**src/rtl/params_pkg.sv**
```systemverilog
// Shared constants and types for the BRAM stream loader.
package params_pkg;

    // BRAM target indices; also the bit positions in bram_ena / load_done.
    localparam int unsigned TGT_COL_IDX   = 0;
    localparam int unsigned TGT_VALUE     = 1;
    localparam int unsigned TGT_NODE_INFO = 2;
    localparam int unsigned TGT_WEIGHT    = 3;
    localparam int unsigned TGT_A         = 4;
    localparam int unsigned NUM_TGT       = 5;

    // Header word layout: target in the top three bits, length in the low LEN_W bits.
    localparam int unsigned HDR_TGT_MSB = 31;
    localparam int unsigned HDR_TGT_LSB = 29;
    localparam int unsigned HDR_TGT_W   = HDR_TGT_MSB - HDR_TGT_LSB + 1;
    localparam int unsigned HDR_LEN_LSB = 0;

    typedef enum logic [1:0] {
        HDR,
        LOAD,
        DRAIN
    } loader_state_t;

    // One-hot decode of a target index; out-of-range indices give all zeros.
    function automatic logic [NUM_TGT-1:0] tgt_onehot(input logic [HDR_TGT_W-1:0] tgt);
        return NUM_TGT'(1) << tgt;
    endfunction

endpackage

```
**src/rtl/bram_stream_loader.sv**
```systemverilog
// Demultiplexes a framed valid/ready word stream onto five BRAM write ports
// with auto-incrementing addresses and sticky per-target done flags.
module bram_stream_loader
    import params_pkg::*;
#(
    parameter int unsigned IN_W   = 32,
    parameter int unsigned DOUT_W = 32,
    parameter int unsigned ADDR_W = 16,
    parameter int unsigned LEN_W  = 16
) (
    input  logic               clk,
    input  logic               rst_n,
    input  logic [IN_W-1:0]    s_data,
    input  logic               s_valid,
    input  logic               s_last,
    output logic               s_ready,
    input  logic               clear_i,
    output logic [DOUT_W-1:0]  bram_din,
    output logic [ADDR_W-1:0]  bram_addra,
    output logic [NUM_TGT-1:0] bram_ena,
    output logic [NUM_TGT-1:0] load_done,
    output logic               all_done,
    output logic [1:0]         err_o
);

    loader_state_t          state_q, state_d;
    logic [HDR_TGT_W-1:0]   tgt_q, tgt_d;
    logic [LEN_W-1:0]       rem_q, rem_d;
    logic [ADDR_W-1:0]      cnt_q, cnt_d;
    logic                   ready_q;
    logic [NUM_TGT-1:0]     ena_q, ena_d;
    logic [DOUT_W-1:0]      din_q, din_d;
    logic [ADDR_W-1:0]      addr_q, addr_d;
    logic [NUM_TGT-1:0]     done_q, done_d;
    logic [NUM_TGT-1:0]     pend_q, pend_d;
    logic [1:0]             err_q, err_d;

    logic                   accept;
    logic [HDR_TGT_W-1:0]   hdr_tgt;
    logic [LEN_W-1:0]       hdr_len;
    logic                   hdr_tgt_ok;
    logic [NUM_TGT-1:0]     done_clr, done_set;
    logic [1:0]             err_set;

    assign accept     = s_valid && ready_q;
    assign hdr_tgt    = s_data[HDR_TGT_MSB:HDR_TGT_LSB];
    assign hdr_len    = s_data[HDR_LEN_LSB +: LEN_W];
    assign hdr_tgt_ok = hdr_tgt <= HDR_TGT_W'(TGT_A);

    // Packet parser: next state, counters, write stage and flag set/clear terms.
    always_comb begin
        state_d  = state_q;
        tgt_d    = tgt_q;
        rem_d    = rem_q;
        cnt_d    = cnt_q;
        ena_d    = '0;
        din_d    = din_q;
        addr_d   = addr_q;
        pend_d   = '0;
        done_clr = '0;
        done_set = '0;
        err_set  = '0;
        case (state_q)
            HDR: begin
                if (accept) begin
                    if (hdr_tgt_ok) begin
                        tgt_d    = hdr_tgt;
                        rem_d    = hdr_len;
                        cnt_d    = '0;
                        done_clr = tgt_onehot(hdr_tgt);
                        if (hdr_len == '0) begin
                            done_set = tgt_onehot(hdr_tgt);
                        end else begin
                            state_d = LOAD;
                        end
                    end else begin
                        err_set[0] = 1'b1;
                        if (!s_last) begin
                            state_d = DRAIN;
                        end
                    end
                end
            end
            LOAD: begin
                if (accept) begin
                    ena_d  = tgt_onehot(tgt_q);
                    din_d  = DOUT_W'(s_data);
                    addr_d = cnt_q;
                    cnt_d  = cnt_q + 1'b1;
                    rem_d  = rem_q - 1'b1;
                    // Length wins over s_last: a missing last on the final word is tolerated.
                    if (rem_q == LEN_W'(1)) begin
                        pend_d  = tgt_onehot(tgt_q);
                        state_d = HDR;
                    end else if (s_last) begin
                        err_set[1] = 1'b1;
                        state_d    = HDR;
                    end
                end
            end
            DRAIN: begin
                if (accept && s_last) begin
                    state_d = HDR;
                end
            end
            default: state_d = HDR;
        endcase
    end

    // Sticky flags: clears (header, clear_i) apply first, sets win on collision.
    // Completion is delayed one cycle via pend_q so the last write lands first.
    always_comb begin
        done_d = (done_q & ~done_clr & ~{NUM_TGT{clear_i}}) | done_set | pend_q;
        err_d  = (err_q & ~{2{clear_i}}) | err_set;
    end

    // State and output registers.
    always_ff @(posedge clk or negedge rst_n) begin
        if (!rst_n) begin
            state_q <= HDR;
            tgt_q   <= '0;
            rem_q   <= '0;
            cnt_q   <= '0;
            ready_q <= 1'b0;
            ena_q   <= '0;
            din_q   <= '0;
            addr_q  <= '0;
            done_q  <= '0;
            pend_q  <= '0;
            err_q   <= '0;
        end else begin
            state_q <= state_d;
            tgt_q   <= tgt_d;
            rem_q   <= rem_d;
            cnt_q   <= cnt_d;
            ready_q <= 1'b1;
            ena_q   <= ena_d;
            din_q   <= din_d;
            addr_q  <= addr_d;
            done_q  <= done_d;
            pend_q  <= pend_d;
            err_q   <= err_d;
        end
    end

    assign s_ready    = ready_q;
    assign bram_ena   = ena_q;
    assign bram_din   = din_q;
    assign bram_addra = addr_q;
    assign load_done  = done_q;
    assign all_done   = &done_q;
    assign err_o      = err_q;

endmodule

```
**config.mk**
```make
export PLATFORM = sky130hd
export DESIGN_NAME = bram_stream_loader
export DESIGN_NICKNAME = d
export VERILOG_FILES = /design/src/rtl/params_pkg.sv /design/src/rtl/bram_stream_loader.sv
export SDC_FILE = /design/constraint.sdc
export NUM_CORES = 1
export LEC_CHECK = 0
export BUFFER_PORTS_ARGS = -buffer_cell sky130_fd_sc_hd__clkbuf_2
export CAP_MARGIN = 20
export CORE_MARGIN = 3
export CORE_UTILIZATION = 49
export DETAILED_ROUTE_END_ITERATION = 7
export GPL_TIMING_DRIVEN = 0
export PLACE_DENSITY = 0.75
export SLEW_MARGIN = 10
export SYNTH_ARGS = -nofsm -noshare
export SYNTH_HDL_FRONTEND = slang
export SYNTH_SLANG_ARGS = --single-unit
```
**constraint.sdc**
```tcl
create_clock -name clk -period 1.7 [get_ports clk]
set_input_delay 0.17 -clock clk [delete_from_list [all_inputs] [get_ports clk]]
set_output_delay 0.17 -clock clk [all_outputs]
set_load 0.005 [all_outputs]
```
; ---- After elaboration in Yosys (flattened, before gate mapping)
; Cells that the tools add are included.
[word_totals]
regBits = 103
latch_bits = 0
ramBits = 0
mem_bits_ro = 0
n_memories = 0
[op_classes]
n_addsub = 2
n_mul = 0
div_mod_pow = 0
order_cmp = 1
n_eq_ne = 10
shift = 2
mux = 36
n_bitwise = 9
n_reduce_logical = 10
[op_table]
columns = op, count
row1 = $mux W16, 6
row2 = $pmux W16 S2, 2
row3 = $mux W5, 12
row4 = $add A16 B1 Y16 const B, 1
row5 = $eq A16 B1 Y1 const B, 1
row6 = $logic_not A16 Y1, 1
row7 = $mux W2, 8
row8 = $sub A16 B1 Y16 const B, 1
row9 = $and A5 B5 Y5, 2
row10 = $not A5 Y5, 2
row11 = $or A5 B5 Y5, 2
row12 = $shl A1 B3 Y5 const A, 2
row13 = $ne A3 B3 Y1 const B, 3
row14 = $ne A2 B2 Y1 const B, 4
row15 = $mux W1, 7
row16 = $pmux W2 S3, 1
row17 = $reduce_and A6 Y1, 1
row18 = $reduce_and A5 Y1, 1
row19 = $reduce_and A4 Y1, 1
row20 = $le A3 B3 Y1 const B, 1
row21 = $reduce_and A3 Y1, 1
row22 = $and A2 B2 Y2, 1
row23 = $eq A2 B1 Y1 const B, 1
row24 = $eq A2 B2 Y1 const B, 1
row25 = other kinds (6), 7

; ---- Depth between registers and ports, before layout
; Gate-level depths: netlist of run 1.
[depth]
depth_word = 9
mapped_depth = 7
depth_no_buf = 6

; ---- Worst setup path before layout of run 1
; Ideal clock, no wire load.
[synth_path]
path_kind = flip-flop to flip-flop
start = register rem_q[10]
end = register state_q[0]
arrival_time_ns = 1.713
required_time_ns = 1.574
path_slack_ns = -0.139
stages_incl_launch_ff = 5
path_buffers = 0
period_less_slack_ns = 1.839
path_cell_list = dfrtp_1 > or4_4 > nor4b_4 > nand4_2 > a221o_1
[synth_via]
elab_chain_len = 4
word_cells_on_any_way = 6
classes_between = eq/ne (2) / mux (3) / reduce/logical (1)
[synth_lines]
columns = element, line_no
row1 = start: declaration, bram_stream_loader.sv:28  ; logic [LEN_W-1:0] rem_q, rem_d;
row2 = start signal: assignment, bram_stream_loader.sv:134  ; rem_q <= rem_d;
row3 = $eq A16 B1 Y1 *, bram_stream_loader.sv:92  ; if (rem_q == LEN_W'(1)) begin
row4 = $mux W2, bram_stream_loader.sv:92
row5 = $mux W2, bram_stream_loader.sv:85  ; if (accept) begin
row6 = $pmux W2 S3, bram_stream_loader.sv:63  ; case (state_q)
row7 = end signal: assignment, bram_stream_loader.sv:132  ; state_q <= state_d;
row8 = end: declaration, bram_stream_loader.sv:26  ; loader_state_t state_q, state_d;
; Every way passes the cells marked *; elsewhere a longest branch is shown, timed or not. The select of a mux whose other input is x is not followed.
; A chain may end at the register's enable or synchronous reset.

; ---- Worst setup path after layout of run 1
[layout_path]
start = register rem_q[11]
end = register state_q[0]
; The elaborated chain is that of the path after synthesis.

==> results of run 1 <==
-- through the flow --
stage               hold WS (ns)  util [%]  worst slack (ns)  power, W
detailed placement         0.329      59.0            -0.383   0.00580
floorplan                 -0.126         -            -0.121   0.00488
CTS                      0.00110      64.2            -0.201   0.00747
finish                    0.0218      67.6            -0.126   0.00786
global placement           0.362      58.9            -0.866   0.00570
global route              0.0224      67.6            -0.217   0.00835
-- power by group --
group          total (W)  internal [W]  leakage (nW)  switching, W
Sequential       0.00381       0.00314          1.33      0.000672
Clock            0.00151      0.000677        0.0888      0.000835
Combinational    0.00254       0.00120          1.55       0.00133
-- state kept, by name (all words and copies together), names as in the netlist --
name and count:
tgt_q 3, bram_din 32, load_done 5, rem_q 16, s_ready 1, pend_q 5, bram_ena 5, bram_addra 16
err_o 2, cnt_q 16, state_q 2
-- cell usage after synthesis, drive strengths merged (8+ instances only) --
cell type,n,area [um^2]
nand2,159,597
dfrtp,103,2580
nor2,29,109
o21ai,26,130
a21oi,21,105
clkbuf,15,87.6
or3,10,62.6
inv,9,33.8
nor4,9,71.3
buf,8,36.3
nand3,8,40.0
nand4,8,56.3
-- worst paths after layout --
| check | from | slack, ns | end | cells past startpoint |
|---|---|---|---|---|
| max | rem_q[11] | -0.13 | state_q[0] | 4 |
| min | s_data[27] | 0.02 | bram_din[27] | 3 |
| max reg2reg | rem_q[11] | -0.13 | state_q[0] | 4 |
| min reg2reg | pend_q[2] | 0.48 | load_done[2] | 1 |
| max in group asynchronous | rst_n | 0.64 | rem_q[0] | 2 |
| min in group asynchronous | rst_n | 0.45 | bram_din[22] | 2 |
-- layout by cell type (no fill, tap or decap), types with 3 or more instances in the layout --
| cell | count |
|---|---|
| a21oi_1 | 20 |
| a2bb2oi_1 | 4 |
| a311o_1 | 3 |
| and2_1 | 3 |
| and2b_2 | 4 |
| buf_2 | 4 |
| buf_4 | 18 |
| buf_6 | 5 |
| clkbuf_2 | 104 |
| clkbuf_4 | 5 |
| clkbuf_8 | 13 |
| dfrtp_1 | 98 |
| dfrtp_2 | 5 |
| dlygate4sd3_1 | 12 |
| inv_1 | 8 |
| nand2_1 | 159 |
| nand3_1 | 7 |
| nand4_1 | 7 |
| nor2_1 | 28 |
| nor3_1 | 3 |
| nor4_1 | 5 |
| nor4_4 | 3 |
| o211ai_1 | 4 |
| o21ai_0 | 23 |
| o22a_1 | 3 |
| o22ai_1 | 3 |
| or3_1 | 10 |
| or4_4 | 3 |
| xor2_1 | 3 |
-- cells by family (layout without fill, tap and decap cells) --
logic type / after synthesis / after routing / share of synthesized area (%)
flops: 103 / 103 / 55.7
fa+ha+maj: 3 / 3 / 0.811
xor+xnor: 4 / 4 / 0.757
other cells: 1 / 1 / 0.0810
buf+inv: 32 / 178 / 3.41
simple gates: 258 / 258 / 26.3
compound gates: 91 / 92 / 13.0
-- repair_timing --
item                                   4_1_cts  5_1_grt
setup buffers                                8       14
resized for setup                           28       46
setup endpoints to repair                   94       86
endpoints found under the hold margin      114        0
cloned                                       0        1
hold buffers                                12        0
pin swaps                                    4       13
-- cell type report --
type,instances,area share [%]
plain buffers,23,2.78
clock buffers,10,2.11
clock inverters,5,0.974
inverters,9,0.559
multi-input cells,358,35.3
flip-flops and latches,103,42.8
well taps,108,2.24
repair buffers,131,13.3
-- routing by layer --
| metal | GRT usage (%) | vias to the layer above | share of wire, % |
|---|---|---|---|
| li1 | - | 1997 | - |
| met1 | 31.4 | 2044 | 46 |
| met2 | 32.2 | 159 | 46 |
| met3 | 3.69 | 24 | 5.7 |
| met4 | 9.26 | 0 | 2.3 |
| met5 | 0 | - | 0 |
-- worst reg2reg max path, stage by stage, from the launching register on --
cell and delay (ns):
dfrtp_1 0.40, or4_4 0.56, nor4b_4 0.30, nand4_4 0.15
a221o_1 0.31
==> metrics.txt, run 1 <==
outcome=finished, violations left; failing checks=setup timing; aggregate routed wire length=roughly 12,000 um; RSZ-0062 raised after global routing=true; Site Rows=34; crit path kind=reg2reg; Avg WL per Cell=about 16 um; hold crit path type=in2reg; YS warnings=0; post-synthesis register bit count=103; # fillers=708; CTS tree=built; Max transition margin=46.4%; min cycle time layout=1.83 ns; cell area after synthesis=roughly 0.0046 mm^2; Max Transition Viols Final=0; multi-input logic area=0.00213 mm^2; ratio of cells with drive above 1 in the final layout=about 31%; Die Footprint=0.0106 mm^2; Max Cap Viol=0; CTS Buf Count=9; CP max stage cell=or4_4; period utilisation layout=107%; via/cell ratio=5.65; Starting Density=around 52%; sequential-to-total area share from yosys stat=55.7%; WP buf/inv=0; Detail Route Antenna Nets=0; P&R area growth vs syn=30.5%; Power Density=1300 mW/mm^2; leakage=roughly 3.0 nW; PnR worst setup slack=-0.126 ns; Worst Clk Skew=0.0131 ns; Crit path arrival time=2.08 ns; dpl cell area=between 0.005 and 0.006 mm^2; clk sinks=about 100; Critical Path Start Type=flip-flop; setup violators final=9; Critical Path Sink Type=flip-flop; vias in the first global route=approximately 3,800; initial antenna violation count=0; CP peak stage delay=0.56 ns; design area=0.00604 mm^2; clk_lat worst skew=0.36 ns; final hold viol count=0; CORE AREA=0.00893 mm^2; Worst VDD drop=0.000646 V; Worst EP required=a little under 2 ns; H-tree levels=3; Mapped Avg Cell Area=9.41 um^2; post-route insts no fill=747; Setup TNS=-0.838 ns; final net count=675; die height=103 um; register area=0.00258 mm^2; CP cell instances=or4_4 > nor4b_4 > nand4_4 > a221o_1; total global routing overflow=0; global-route wire length before repair=18,200 um; drt drc=0; Post-synth top flop=dfrtp_1; Total GRT Usage=21.6%; asr flop ratio synth=100%; crit path max fanout=3; RePlAce Congestion=~0.86; Die W=103 um; slew at the pin closest to its max-slew limit=a little over 0.8 ns; number of distinct library cells after synthesis=62; post-detail-place hpwl=around 7600 um; first drt pass iteration count=5; # port buffers=98; Synthesized Nets=532; CP top delay family=simple AND/OR/NAND/NOR gates; Post-Synthesis Cells=492; initial DRC count=234; clk slew on worst S/H paths=0.10 ns; n_diodes=0; FMAX=0.548 GHz; via count=4,224; Top Ports=99; EDFF count, synth=0; Clock Path Buffers=2; Root Buffer Master=clkbuf_8; placed cells=698; largest net degree at the start of global routing=104
(Power assumes the default switching activity.)
==> inputs of run 2 (changes only) <==
Settings changed: CORE_MARGIN 3 to 1.
==> metrics.txt, run 2 (same netlist as run 1, synthesis figures left out) <==
outcome=finished, violations left; failing checks=setup timing; # port buffers=98 (unchanged); worst r2r src=rem_q[9]; PnR worst setup slack=-0.165 ns (-0.0393 ns); H-tree levels=3 (unchanged); commonest non-fill, non-tap cell in the layout=nand2_1; clk slew on worst S/H paths=0.11 ns (about the same); Internal Power=0.00524 W (+4.4%); via count=4,265 (+0.97%); R2R setup slack=-0.17 ns (-0.04 ns); drt drc=0 (unchanged); worst r2r path cells=5 (+1); Critical Path Start Type=flip-flop; Combinational Power Share=31.1% (-1.2 points); die height=99.2 um (-3.9%); vias in the first global route=3,908 (+2.1%); hold_sp=s_data[10]; n_diodes=0 (unchanged); Pwr Total=0.00814 W (+3.5%); leakage=3.02 nW (+1.9%); Total GRT Usage=24.2% (+2.6 points); CORE AREA=0.00920 mm^2 (+2.9%); clk sinks=103 (unchanged); Worst EP required=2.01 ns (+0.06 ns); global-route wire length before repair=18,800 um (+3.5%); min cycle time layout=1.87 ns (+0.0393 ns); initial antenna violation count=0 (unchanged); CP startpoint=rem_q[9]; largest net degree at the start of global routing=104 (unchanged); CTS Buf Count=9 (unchanged); via/cell ratio=5.65 (about the same); clock share of power=21.9% (+2.7 points); Power Density=1330 mW/mm^2 (+2.3%); crit path max fanout=4 (+1); clk_lat worst skew=0.38 ns (+0.02 ns); aggregate routed wire length=12,200 um (+3.0%); Max transition margin=45.9% (-0.46 points); P&R area growth vs syn=32.1%; switching share of power=35.6% (-0.54 points); r2r endpoint=pend_q[0]; ratio of cells with drive above 1 in the final layout=31.4% (+0.85 points); Critical Path Sink Type=flip-flop; P_sw=0.00290 W (+2.0%); Avg WL per Cell=16.2 um (+2.0%); Starting Density=50.3% (-1.5 points); hold crit path type=in2reg; final net count=679 (+0.59%); WHS Path Cells=3 (unchanged); register area=0.00259 mm^2 (+0.19%); Worst Clk Skew=0.0160 ns (+0.00289 ns); Worst VDD drop=0.000629 V (-2.5%); initial DRC count=273 (+17%); Top Ports=99 (unchanged); multi-input logic area=0.00212 mm^2 (-0.47%); setup violators final=10 (+1); RSZ-0062 raised after global routing=true; first drt pass iteration count=5 (unchanged); final hold viol count=0 (unchanged); Root Buffer Master=clkbuf_8; RePlAce Congestion=0.911 (+6.4%); Die W=99.2 um (-3.9%); dpl cell area=0.00527 mm^2 (about the same); period utilisation layout=110% (+2.3 points); FMAX=0.536 GHz (-2.1%); commonest non-fill, non-tap cells in the layout=nand2_1 (158), clkbuf_2 (106), dfrtp_1 (94); post-detail-place hpwl=7580 um (-0.66%); placed cells=701 (+0.43%); Die Footprint=0.00984 mm^2 (-7.6%); sequential power share=47.0% (-1.5 points); post-route insts no fill=755 (+1.1%); design area=0.00611 mm^2 (+1.2%); Hold EP=bram_din[10]; Max Cap Viol=0 (unchanged); Site Rows=35 (+2.9%); crit path kind=reg2reg; max reg flops=32 (unchanged); Clock Path Buffers=2 (unchanged); # fillers=738 (+4.2%); Detail Route Antenna Nets=0 (unchanged); total global routing overflow=0 (unchanged); Max Transition Viols Final=0 (unchanged); CTS tree=built; Crit path arrival time=2.18 ns (+0.10 ns); slew at the pin closest to its max-slew limit=0.811 ns (+0.00685 ns)
-- run 2: changes by cell type in the layout (fill, tap and decap cells not counted), moves of 3 or more --
cell	delta
dfrtp_1	-4
o21ai_1	+3
clkbuf_4	-3
buf_4	+6
o21ai_0	-3
dfrtp_2	+4
-- run 2: worst max-delay path by stage --
stage	slack, ns	to	cells past startpoint
finish	-0.17	pend_q[0]	5
global route	-0.22	pend_q[2]	5
global placement	-0.86	bram_din[5]	1
floorplan	-0.12	state_q[0]	4
CTS	-0.23	pend_q[0]	5
detailed placement	-0.33	bram_addra[15]	7
-- run 2: power groups by stage --
stage	Sequential [W]	Combinational, W	Clock [W]
floorplan	0.00371	0.00117	0
global placement	0.00374	0.00195	0
detailed placement	0.00379	0.00201	0
CTS	0.00377	0.00225	0.00181
global route	0.00392	0.00280	0.00190
finish	0.00383	0.00253	0.00178
-- run 2: per-stage QoR --
stage	hold slack [ns]	setup slack (ns)	util [%]	setup TNS (ns)
after floorplan	-0.126	-0.121	-	-0.170
after global placement	0.362	-0.865	57.2	-105.43
after detailed placement	0.323	-0.335	57.3	-19.47
after CTS	0.00327	-0.230	64.0	-1.70
after global routing	0.0164	-0.220	66.5	-1.83
final	0.0193	-0.165	66.5	-1.21
-- run 2: area by class of cell --
type	count	area share, %
buffer	23	2.74
clock buffer	10	2.25
clock inverter	6	1.60
inverter	9	0.552
multi-input combinational	358	34.7
sequential	103	42.3
tap	111	2.27
timing repair buffer	135	13.5
-- run 2: timing repair --
item / 4_1_cts / 5_1_grt
hold buffers: 14 / 0
setup endpoints to repair: 93 / 82
gates cloned: 0 / 1
gates resized for setup: 36 / 45
buffers inserted: 13 / 12
pin swaps: 5 / 13
hold endpoints to repair: 116 / 0
-- run 2: worst max-delay path: stages (launching register included) --
cell,delay [ns]
dfrtp_2,0.42
or4_4,0.55
nor4b_4,0.31
nand4_4,0.15
buf_4,0.17
and2b_2,0.20
-- run 2: metal layers --
metal,wire length (um),global-route usage (%),share of wire (%)
met5,0,0,0
met4,194,8.14,1.6
met3,739,4.08,6.0
met2,5930,39.4,48
met1,5370,33.3,44
==> inputs of run 3 (changes only) <==
Settings changed: ABC_AREA from default to 1, CORE_UTILIZATION 49 to 50, PLACE_DENSITY 0.75 to 0.76.
==> metrics.txt, run 3 <==
outcome=finished, final reports clean; Post-synth top cells=nand2_1 (187), dfrtp_1 (103), inv_1 (60); Die W=101 um (+1.6%); CP max stage cell=dfrtp_1; post-synthesis mux area share=0% (unchanged); clk sinks=103 (unchanged); CP top delay family=simple AND/OR/NAND/NOR gates; clock share of power=18.3% (-3.6 points); largest net degree at the start of global routing=104 (unchanged); Max Cap Viol=0 (unchanged); Detail Route Antenna Nets=0 (unchanged); final hold viol count=0 (unchanged); period utilisation layout=93.5% (-16 points); EDFF count, synth=0 (unchanged); YS warnings=0 (unchanged); Avg WL per Cell=14.0 um (-13%); Worst VDD drop=0.000582 V (-7.5%); met3 wire len=776 um (+5.0%); area leader, netlist=dfrtp_1; Worst Clk Skew=0.0225 ns (+0.00653 ns); crit path kind=reg2reg; Adder-Cell Fraction of Synth Area=0.770% (-0.041 points); cell area after synthesis=0.00487 mm^2 (+5.3%); placed cells=838 (+20%); clk slew on worst S/H paths=0.10 ns (about the same); final net count=777 (+14%); post-detail-place hpwl=8820 um (+16%); Starting Density=52.3% (+1.9 points); Post-Synth XOR/XNOR Area=0.359% (-0.40 points); ratio of cells with drive above 1 in the final layout=20.1% (-11 points); leakage=2.99 nW (-1.1%); commonest non-fill, non-tap cell in the layout=nand2_1; Max Used Layer=met4; post-synth top area share=52.9% (-2.8 points); max reg flops=32 (unchanged); largest family of logic cells by synthesized area=simple AND/OR/NAND/NOR gates; Crit path arrival time=1.84 ns (-0.34 ns); Root Buffer Master=clkbuf_8; most used cell along the critical path=nand3_1; CTS tree=built; vias in the first global route=4,149 (+6.2%); WP buf/inv=1 (unchanged); sequential-to-total area share from yosys stat=52.9% (-2.8 points); WHS Path Cells=3 (unchanged); simple-gate area share of the yosys netlist=28.1% (+1.8 points); total global routing overflow=0 (unchanged); Site Rows=35 (unchanged); post-synthesis register bit count=103 (unchanged); RePlAce Congestion=0.872 (-4.3%); drt drc=0 (unchanged); clk_lat worst skew=0.39 ns (about the same); die height=101 um (+1.6%); n_diodes=0 (unchanged); multi-input logic area=0.00195 mm^2 (-8.0%); commonest non-fill, non-tap cells in the layout=nand2_1 (187), dfrtp_1 (102), clkbuf_2 (97); P_sw=0.00318 W (+9.7%); post-route insts no fill=871 (+15%); setup violators final=0 (-10); # port buffers=98 (unchanged); aggregate routed wire length=12,200 um (-0.16%); WL met2=5680 um (-4.3%); min cycle time layout=1.59 ns (-0.275 ns); RSZ-0062 raised after global routing=false; global-route wire length before repair=20,200 um (+7.1%); Combinational Power Share=34.6% (+3.5 points); Internal Power=0.00491 W (-6.2%); CTS Buf Count=9 (unchanged); via/cell ratio=5.21 (-7.7%); Power Density=1370 mW/mm^2 (+3.0%); PnR worst setup slack=0.110 ns (+0.275 ns); crit path max fanout=9 (+5); switching share of power=39.3% (+3.7 points); first drt pass iteration count=5 (unchanged); Post-synth top flop=dfrtp_1; CP cell instances=nor2_2 > inv_2 > nor3_4 > nand3_1 > nand3_1 > o211ai_1; Die Footprint=0.0101 mm^2 (+3.2%); met1 WL=5610 um (+4.5%); Setup WS pre-CTS=0.104 ns (+0.439 ns); slew at the pin closest to its max-slew limit=0.813 ns (+0.00168 ns); sequential power share=47.1% (about the same); # fillers=814 (+10%); Top Ports=99 (unchanged); CP peak stage delay=0.43 ns (-0.12 ns); CORE AREA=0.00933 mm^2 (+1.4%); hold crit path type=in2reg; Max Transition Viols Final=0 (unchanged); Critical Path Start Type=flip-flop; Clock Path Buffers=2 (unchanged); Total GRT Usage=25.7% (+1.5 points); via count=4,540 (+6.4%); P&R area growth vs syn=21.0%; initial antenna violation count=0 (unchanged); Crit. path cell count=6 (+1); Max transition margin=45.8% (-0.11 points); Compound-Gate Fraction of Synth Area=10.6% (-2.4 points); Synth area leaders=dfrtp_1 (53%), nand2_1 (14%), o21ai_0 (6.1%); initial DRC count=285 (+4.4%); Post-Synthesis Cells=611 (+24%); Synthesized Nets=651 (+22%); register area=0.00258 mm^2 (-0.39%); H-tree levels=3 (unchanged); FMAX=0.629 GHz (+17%); Worst EP required=1.95 ns (-0.06 ns); Critical Path Sink Type=flip-flop; number of distinct library cells after synthesis=36 (-42%); worst r2r path cells=6 (+1); Mapped Avg Cell Area=7.98 um^2 (-15%); most frequent cell after synthesis=nand2_1; asr flop ratio synth=100% (unchanged)
-- run 3: cell types whose count changed after synthesis, sizes merged, moves of 7 or more --
| cell | before | now |
|---|---|---|
| nand2 | 159 | 191 |
| nand3 | 8 | 36 |
| o21ai | 26 | 66 |
| inv | 9 | 66 |
| clkbuf | 15 | 6 |
| or3 | 10 | 0 |
| nor2 | 29 | 61 |
| nor3 | 5 | 13 |
| nor4 | 9 | 2 |
-- run 3: metrics by stage --
step	setup TNS (ns)	hold WS, ns	utilization, %	power (W)	area, um^2
6_report	0	0.0602	63.2	0.00809	5900
5_1_grt	0	0.0601	63.2	0.00870	5900
4_1_cts	0	0.0535	62.9	0.00807	5870
3_5_place_dp	0	0.326	59.3	0.00656	5540
3_3_place_gp	-90.68	0.374	59.2	0.00647	5530
2_1_floorplan	0	-0.126	-	0.00540	4870
-- run 3: path summary, 6_finish.rpt --
path | startpoint | endpoint | slack (ns)
max | state_q[0] | load_done[1] | 0.11
min | s_data[0] | bram_din[0] | 0.06
max reg2reg | state_q[0] | load_done[1] | 0.11
min reg2reg | pend_q[0] | load_done[0] | 0.45
max in group asynchronous | rst_n | cnt_q[0] | 0.65
min in group asynchronous | rst_n | err_o[0] | 0.41
-- run 3: cell type report --
class                      instances  area share (%)
clock inverter                     7            1.12
buffer                            19            1.76
sequential                       103            43.7
multi-input combinational        423            33.1
inverter                          66            4.24
timing repair buffer             115            11.2
clock buffer                       9            2.10
tap                              129            2.74
-- run 3: worst reg2reg max path, cell delays in order, from the launching register on --
cell and delay, ns:
dfrtp_1 0.43, nor2_2 0.16, inv_2 0.07, nor3_4 0.43
nand3_1 0.17, nand3_1 0.10, o211ai_1 0.10
-- run 3: cells by family (layout without fill, tap and decap cells) --
kind of cell,count (synthesis),in the layout
AOI/OAI and AO/OA,97,97
xor gates and xnor gates,2,2
adders and majority gates,3,3
buffers and inverters,85,216
DFF,103,103
other,1,1
and+or+nand+nor,320,320
-- run 3: layer usage --
| metal | GRT usage (%) | vias to the layer above |
|---|---|---|
| met1 | 36.7 | 2134 |
| li1 | - | 2220 |
| met3 | 3.33 | 12 |
| met2 | 40.5 | 174 |
| met5 | 0 | - |
| met4 | 9.03 | 0 |
-- run 3: what timing repair did --
item,4_1_cts,5_1_grt
gates resized for setup,0,4
endpoints found under the hold margin,116,0
hold buffers,14,0
setup endpoints to repair,0,3
setup buffers,0,3
-- run 3: power by group through the flow --
| stage | sequential [W] | clock, W | combinational [W] |
|---|---|---|---|
| 2_1_floorplan | 0.00379 | 0 | 0.00162 |
| 3_3_place_gp | 0.00382 | 0 | 0.00265 |
| 3_5_place_dp | 0.00384 | 0 | 0.00273 |
| 4_1_cts | 0.00380 | 0.00152 | 0.00276 |
| 5_1_grt | 0.00391 | 0.00161 | 0.00318 |
| 6_report | 0.00381 | 0.00148 | 0.00280 |
